## src/rtl/am_envelope_demod_if.sv

```systemverilog
// Streaming ports of the AM envelope demodulator: sample input side and
// recovered-message output side.
// Valid/ready: a word moves only in a cycle where valid && ready are both high
// at the rising edge; valid may not depend on ready, and payload is held while
// valid is high and ready is low.
interface am_envelope_demod_if #(
  parameter int IN_W  = 8,
  parameter int OUT_W = 8
);
  logic             in_valid;
  logic             in_ready;
  logic [IN_W-1:0]  in_sample;
  logic             out_valid;
  logic             out_ready;
  logic [OUT_W-1:0] out_sample;
  logic             out_settled;

  modport master (
    output in_valid, in_sample, out_ready,
    input  in_ready, out_valid, out_sample, out_settled
  );

  modport slave (
    input  in_valid, in_sample, out_ready,
    output in_ready, out_valid, out_sample, out_settled
  );
endinterface

```

## src/rtl/am_envelope_demod.sv

```systemverilog
// AM envelope detector: full-wave rectifier, 2^AVG_LOG2-tap moving average.
// Optional DC removal on the envelope is built when DC_BLOCK_EN is defined.
module am_envelope_demod #(
  parameter int IN_W     = 8,
  parameter int AVG_LOG2 = 4,
  parameter int OUT_W    = 8,
  parameter int DC_SHIFT = 6
) (
  input  logic              clk,
  input  logic              rst_n,
  am_envelope_demod_if.slave bus
);
  localparam int N     = 1 << AVG_LOG2;
  localparam int ACC_W = IN_W + AVG_LOG2;
  localparam logic [AVG_LOG2:0] FILL_MAX = (AVG_LOG2 + 1)'(N);

  if (AVG_LOG2 < 1 || AVG_LOG2 > 8 || DC_SHIFT < 1) begin : g_param_check
    $error("am_envelope_demod: AVG_LOG2 must be 1..8 and DC_SHIFT >= 1");
  end

  logic                advance;
  logic                stage2;
  logic [IN_W-1:0]     mag_q, mag_d;
  logic                s1_valid_q, s1_valid_d;
  logic [ACC_W-1:0]    acc_q, acc_d, acc_sum;
  logic [IN_W-1:0]     win_q [N];
  logic [IN_W-1:0]     win_d [N];
  logic [AVG_LOG2-1:0] ptr_q, ptr_d;
  logic [AVG_LOG2:0]   fill_q, fill_d;
  logic                settled_q, settled_d;
  logic                out_valid_q, out_valid_d;
  logic [OUT_W-1:0]    out_q, out_d;
  logic [IN_W-1:0]     avg;
  logic [OUT_W-1:0]    out_next;

  // The whole pipeline moves together; a stalled output freezes every stage.
  assign advance = !out_valid_q || bus.out_ready;
  assign stage2  = advance && s1_valid_q;

  // Intermediate may dip below zero; the final sum never does and never overflows.
  assign acc_sum = acc_q + ACC_W'(mag_q) - ACC_W'(win_q[ptr_q]);
  assign avg     = IN_W'(acc_sum >> AVG_LOG2);

`ifdef DC_BLOCK_EN
  localparam int DC_W = IN_W + DC_SHIFT;
  localparam logic signed [IN_W+OUT_W+1:0] SAT_HI = (2 ** (OUT_W - 1)) - 1;
  localparam logic signed [IN_W+OUT_W+1:0] SAT_LO = -(2 ** (OUT_W - 1));

  logic [DC_W-1:0]              dc_q, dc_d;
  logic signed [DC_W+1:0]       dc_err;
  logic signed [IN_W+1:0]       diff;
  logic signed [IN_W+OUT_W+1:0] diff_ext, diff_al;

  // dc holds DC_SHIFT fraction bits; it tracks avg, which is never negative.
  assign dc_err   = $signed({2'b00, avg, {DC_SHIFT{1'b0}}}) - $signed({2'b00, dc_q});
  assign dc_d     = dc_q + DC_W'(dc_err >>> DC_SHIFT);
  assign diff     = $signed({2'b00, avg}) - $signed({2'b00, dc_q[DC_W-1 -: IN_W]});
  assign diff_ext = $signed({{OUT_W{diff[IN_W+1]}}, diff});

  if (OUT_W < IN_W) begin : g_dc_narrow
    assign diff_al = diff_ext >>> (IN_W - OUT_W);
  end else begin : g_dc_wide
    assign diff_al = diff_ext <<< (OUT_W - IN_W);
  end

  always_comb begin
    out_next = diff_al[OUT_W-1:0];
    if (diff_al > SAT_HI)      out_next = {1'b0, {(OUT_W-1){1'b1}}};
    else if (diff_al < SAT_LO) out_next = {1'b1, {(OUT_W-1){1'b0}}};
  end

  always_ff @(posedge clk or negedge rst_n) begin
    if (!rst_n)      dc_q <= '0;
    else if (stage2) dc_q <= dc_d;
  end
`else
  if (OUT_W < IN_W) begin : g_env_narrow
    assign out_next = avg[IN_W-1 -: OUT_W];
  end else begin : g_env_wide
    assign out_next = OUT_W'(avg) << (OUT_W - IN_W);
  end
`endif

  always_comb begin
    mag_d       = mag_q;
    s1_valid_d  = s1_valid_q;
    acc_d       = acc_q;
    win_d       = win_q;
    ptr_d       = ptr_q;
    fill_d      = fill_q;
    settled_d   = settled_q;
    out_valid_d = out_valid_q;
    out_d       = out_q;
    if (advance) begin
      // -2^(IN_W-1) negates to itself, which read unsigned is exactly 2^(IN_W-1).
      mag_d       = bus.in_sample[IN_W-1] ? IN_W'(~bus.in_sample + 1'b1) : bus.in_sample;
      s1_valid_d  = bus.in_valid;
      out_valid_d = s1_valid_q;
    end
    if (stage2) begin
      acc_d        = acc_sum;
      win_d[ptr_q] = mag_q;
      ptr_d        = ptr_q + 1'b1;
      fill_d       = (fill_q == FILL_MAX) ? fill_q : fill_q + 1'b1;
      settled_d    = settled_q || (fill_d == FILL_MAX);
      out_d        = out_next;
    end
  end

  always_ff @(posedge clk or negedge rst_n) begin
    if (!rst_n) begin
      mag_q       <= '0;
      s1_valid_q  <= 1'b0;
      acc_q       <= '0;
      for (int i = 0; i < N; i++) win_q[i] <= '0;
      ptr_q       <= '0;
      fill_q      <= '0;
      settled_q   <= 1'b0;
      out_valid_q <= 1'b0;
      out_q       <= '0;
    end else begin
      mag_q       <= mag_d;
      s1_valid_q  <= s1_valid_d;
      acc_q       <= acc_d;
      win_q       <= win_d;
      ptr_q       <= ptr_d;
      fill_q      <= fill_d;
      settled_q   <= settled_d;
      out_valid_q <= out_valid_d;
      out_q       <= out_d;
    end
  end

  assign bus.in_ready    = advance;
  assign bus.out_valid   = out_valid_q;
  assign bus.out_sample  = out_q;
  assign bus.out_settled = settled_q;
endmodule

```

## src/flat_wrapper.sv

```systemverilog
// flat-port wrapper written by rule: the top's interface ports become plain ports
module am_envelope_demod_flat 
#(
  parameter int IN_W     = 8,
  parameter int AVG_LOG2 = 4,
  parameter int OUT_W    = 8,
  parameter int DC_SHIFT = 6
)
  (clk, rst_n, bus_in_valid, bus_in_sample, bus_out_ready, bus_in_ready, bus_out_valid, bus_out_sample, bus_out_settled);
  am_envelope_demod_if #(.IN_W(IN_W), .OUT_W(OUT_W)) bus_i ();
  input  logic clk;
  input  logic rst_n;
  input wire logic [$bits(bus_i.in_valid)-1:0] bus_in_valid;
  input wire logic [$bits(bus_i.in_sample)-1:0] bus_in_sample;
  input wire logic [$bits(bus_i.out_ready)-1:0] bus_out_ready;
  output wire logic [$bits(bus_i.in_ready)-1:0] bus_in_ready;
  output wire logic [$bits(bus_i.out_valid)-1:0] bus_out_valid;
  output wire logic [$bits(bus_i.out_sample)-1:0] bus_out_sample;
  output wire logic [$bits(bus_i.out_settled)-1:0] bus_out_settled;
  assign bus_i.in_valid = bus_in_valid;
  assign bus_i.in_sample = bus_in_sample;
  assign bus_i.out_ready = bus_out_ready;
  assign bus_in_ready = bus_i.in_ready;
  assign bus_out_valid = bus_i.out_valid;
  assign bus_out_sample = bus_i.out_sample;
  assign bus_out_settled = bus_i.out_settled;
  am_envelope_demod #(.IN_W(IN_W), .AVG_LOG2(AVG_LOG2), .OUT_W(OUT_W), .DC_SHIFT(DC_SHIFT)) u_core (.clk(clk), .rst_n(rst_n), .bus(bus_i));
endmodule
```

## config.mk

```make
export PLATFORM = sky130hd
export DESIGN_NAME = am_envelope_demod_flat
export DESIGN_NICKNAME = d
export VERILOG_FILES = /design/src/rtl/am_envelope_demod_if.sv /design/src/rtl/am_envelope_demod.sv /design/src/flat_wrapper.sv
export SDC_FILE = /design/constraint.sdc
export NUM_CORES = 1
export LEC_CHECK = 0
export CAP_MARGIN = 20
export CELL_PAD_IN_SITES_DETAIL_PLACEMENT = 0
export CELL_PAD_IN_SITES_GLOBAL_PLACEMENT = 1
export CORE_ASPECT_RATIO = 0.7
export CORE_MARGIN = 2
export CORE_UTILIZATION = 50
export CTS_CLUSTER_SIZE = 24
export DETAILED_ROUTE_END_ITERATION = 6
export HOLD_SLACK_MARGIN = 0.08
export PLACE_DENSITY = 0.91
export SYNTH_ARGS = -nofsm -noshare
export SYNTH_HDL_FRONTEND = slang
export SYNTH_SLANG_ARGS = --single-unit
```

## constraint.sdc

```tcl
create_clock -name clk -period 4.99 [get_ports clk]
set_clock_uncertainty 0.1 [all_clocks]
set_input_delay 0.998 -clock clk [delete_from_list [all_inputs] [get_ports clk]]
set_output_delay 0.998 -clock clk [all_outputs]
set_load 0.005 [all_outputs]
```

==> run metrics <==
Hold Violations, Final 0; post-synthesis cell count 741; final antenna diode count 0; clk sinks 160; placer's final routability congestion estimate 0.858; clk_lat worst skew 0.42 ns; global route total overflow 0; flop and latch count out of synthesis between 150 and 200; reg-to-reg startpoint u_core.ptr_q[0]; post-CTS sizing 0; Pre-antenna DRT Iters 6; series of cell instances along the critical path buf_12 -> mux4_1 -> mux4_2 -> fa_1 -> inv_1 -> ha_1 -> a211oi_1 -> o21bai_1 -> a21oi_1 -> o41a_1 -> mux2i_1 -> xor2_1; most common library cell in the layout ignoring fill and taps sky130_fd_sc_hd__nand2_1; power density over cell area 727 nW/um^2; horizontal extent of the die 155 um; TritonCTS clock tree yes; outcome finished, final reports clean; die outline area 16900 um^2; global-route wire length before repair between 30 and 40 mm; FF+latch area 4000 um^2; area of combinational cells with multiple inputs 3490 um^2; maximum number of pins on one net before global-route repair 102; effective utilization at floorplan 0.512; height of the die 109 um; clock-pin slew on the worst setup and hold paths 0.07 ns; portion of the post-synthesis area used by sequential elements 0.504; area growth from synthesis to layout 10.8%; share of synthesized flip-flops with an asynchronous set or reset 1.00; classification of the worst-slack hold path reg -> reg; slew margin rel. 0.328; number of cells on the worst reg-to-reg path 12; count of antenna-violating nets left after detailed routing 0; critical path endpoint category register; required time at the worst-slack endpoint 5.24 ns; commonest register cell after synthesis sky130_fd_sc_hd__dfrtp_1; number of buffers inserted during clock tree synthesis 17; final setup violation count 0; GRT Overall Usage 0.240; number of flops mapped to enable cells by yosys 0; Filler cells 1328; clock tree root driver cell sky130_fd_sc_hd__clkbuf_16; number of global-route vias before repair approximately 5.7k; HPWL after detailed placement 12.4 mm; Ys Warns 0; startpoint of the worst setup timing path u_core.ptr_q[0]; launching element type of the critical path register; Fin Setup TNS 0 ns; total power consumption of the routed design 6.40 mW; max-cap check violation count 0; ratio of cells with drive above 1 in the final layout 0.0744; flop2flop setup slack 0.52 ns; unrepaired setup endpoints after global routing no; Post-CTS Hold Buffers 0; post-synth cell types 41; Crit. path cell count 12; area of the core region 15500 um^2; initial antenna violation count 0; slowest stage cell on the critical path sky130_fd_sc_hd__dfrtp_1; worst-path maximum fanout 30; drc violations 0; average cell area after synthesis 10.7 um^2; Slew @ Worst Pin 1.01 ns; Clock Tree Buf Depth 2; worst hold-check slack 0.375 ns; Max VDD drop 0.369 mV; # rows 38; standard cell area after detailed placement 8210 um^2; Post-CTS Setup Bufs 0; WL per Instance 19.7 um; minimum clock period 4.47 ns; reg-to-reg critical path endpoint u_core.bus.out_sample[7]; LEAKAGE 4.09 nW; Data arrival, critical path 4.72 ns; final max-slew violation count 0; net total in the final layout 780; final worst path period share 0.896; slowest cell delay on critical path 0.66 ns; synthesized netlist net count 780; H-tree lvl count 4; CP endpoint u_core.bus.out_sample[7]; number of stages on the worst hold path 2; IO buf count 22; Via Count around 5.7k; netlist area before placement 7940 um^2; I/O Pins 23; DRC marker count from the first detailed-route iteration ~420; fmax 224 MHz; detailed-route vias per instance 5.96; total buffers and inverters traversed by the critical path 2; Total Wirelength 18.7 mm; cell family with the largest share of critical-path delay multiplexers; worst setup path class reg -> reg; cell area after layout between 8000 and 9000 um^2; commonest cells after routing, fill and taps aside sky130_fd_sc_hd__nand2_1 (163), sky130_fd_sc_hd__dfrtp_1 (160), sky130_fd_sc_hd__o21ai_0 (150), sky130_fd_sc_hd__inv_1 (44), sky130_fd_sc_hd__mux4_1 (32)
[tightest hold or removal path: cells and delay by family, from the launching register on]
kind	cells	cell delay, ns
flip-flops	1	0.33
AO/OA/AOI/OAI	1	0.06
AND/OR/NAND/NOR	1	0.05
[power by group]
group | internal [mW] | switching, mW | total [mW]
Clock | 0.758 | 0.552 | 1.31
Sequential | 1.77 | 0.346 | 2.11
Combinational | 1.35 | 1.63 | 2.97
[synthesized netlist by cell type (8+ instances only)]
| master | count | area (um^2) |
|---|---|---|
| sky130_fd_sc_hd__dfrtp_1 | 160 | 4000 |
| sky130_fd_sc_hd__buf_4 | 9 | 67.6 |
| sky130_fd_sc_hd__mux4_1 | 32 | 841 |
| sky130_fd_sc_hd__nand3_1 | 16 | 80.1 |
| sky130_fd_sc_hd__xor2_1 | 9 | 78.8 |
| sky130_fd_sc_hd__inv_1 | 44 | 165 |
| sky130_fd_sc_hd__mux4_2 | 8 | 180 |
| sky130_fd_sc_hd__nor3_1 | 8 | 40.0 |
| sky130_fd_sc_hd__nand2_1 | 163 | 612 |
| sky130_fd_sc_hd__ha_1 | 19 | 238 |
| sky130_fd_sc_hd__a21oi_1 | 8 | 40.0 |
| sky130_fd_sc_hd__buf_2 | 12 | 60.1 |
| sky130_fd_sc_hd__fa_1 | 8 | 160 |
| sky130_fd_sc_hd__nor2_1 | 12 | 45.0 |
| sky130_fd_sc_hd__o21ai_0 | 150 | 751 |
| sky130_fd_sc_hd__clkbuf_1 | 23 | 86.3 |
| sky130_fd_sc_hd__xnor2_1 | 11 | 96.3 |
[how the worst min path moves through the flow]
| stage | from | to |
|---|---|---|
| floorplan | u_core.win_q[112] | u_core.win_q[112] |
| global placement | u_core.bus.out_settled | u_core.bus.out_settled |
| detailed placement | u_core.win_q[82] | u_core.win_q[82] |
| CTS | u_core.win_q[82] | u_core.win_q[82] |
| global route | u_core.win_q[51] | u_core.win_q[51] |
| finish | u_core.win_q[82] | u_core.win_q[82] |
[logic make-up (layout without fill, tap and decap cells)]
logic type / Yosys count / after routing / synth area share
xor+xnor: 20 / 20 / 0.0221
compound gates: 179 / 179 / 0.120
mux: 42 / 42 / 0.131
flops: 160 / 160 / 0.504
fa+ha+maj: 27 / 27 / 0.0501
simple gates: 219 / 219 / 0.117
buf+inv: 94 / 106 / 0.0558
[metal layers]
layer  part of all wire  up-vias  wire length [um]  global-route usage
met3              0.082       29              1540              0.0548
met1               0.44     2852              8290               0.337
met2               0.46      224              8600               0.376
met4              0.017        0               310              0.0761
met5                  0        -                 0                   0
li1                   -     2572                 -                   -
[cell type report]
cell class	count	share of cell area
multi-input combinational	487	0.397
inverter	45	0.0192
clock buffer	18	0.0499
timing repair buffer	30	0.0334
tap	200	0.0284
sequential	160	0.455
clock inverter	13	0.0172
[state kept, by name (all words and copies together), names as in the netlist]
signal                  flops
u_core.bus.out_valid        1
u_core.win_q              128
u_core.mag_q                8
u_core.bus.out_settled      1
u_core.ptr_q                4
u_core.acc_q                4
u_core.bus.out_sample       8
u_core.s1_valid_q           1
u_core.fill_q               5
[per-stage QoR]
stage          setup WS [ns]   util  instances
6_report               0.517  0.568        953
5_1_grt                0.299  0.568        953
4_1_cts                0.533  0.568        953
3_5_place_dp           0.591  0.529        922
3_3_place_gp           0.726  0.529        922
2_1_floorplan           1.16      -        741
(Power assumes the default switching activity.)
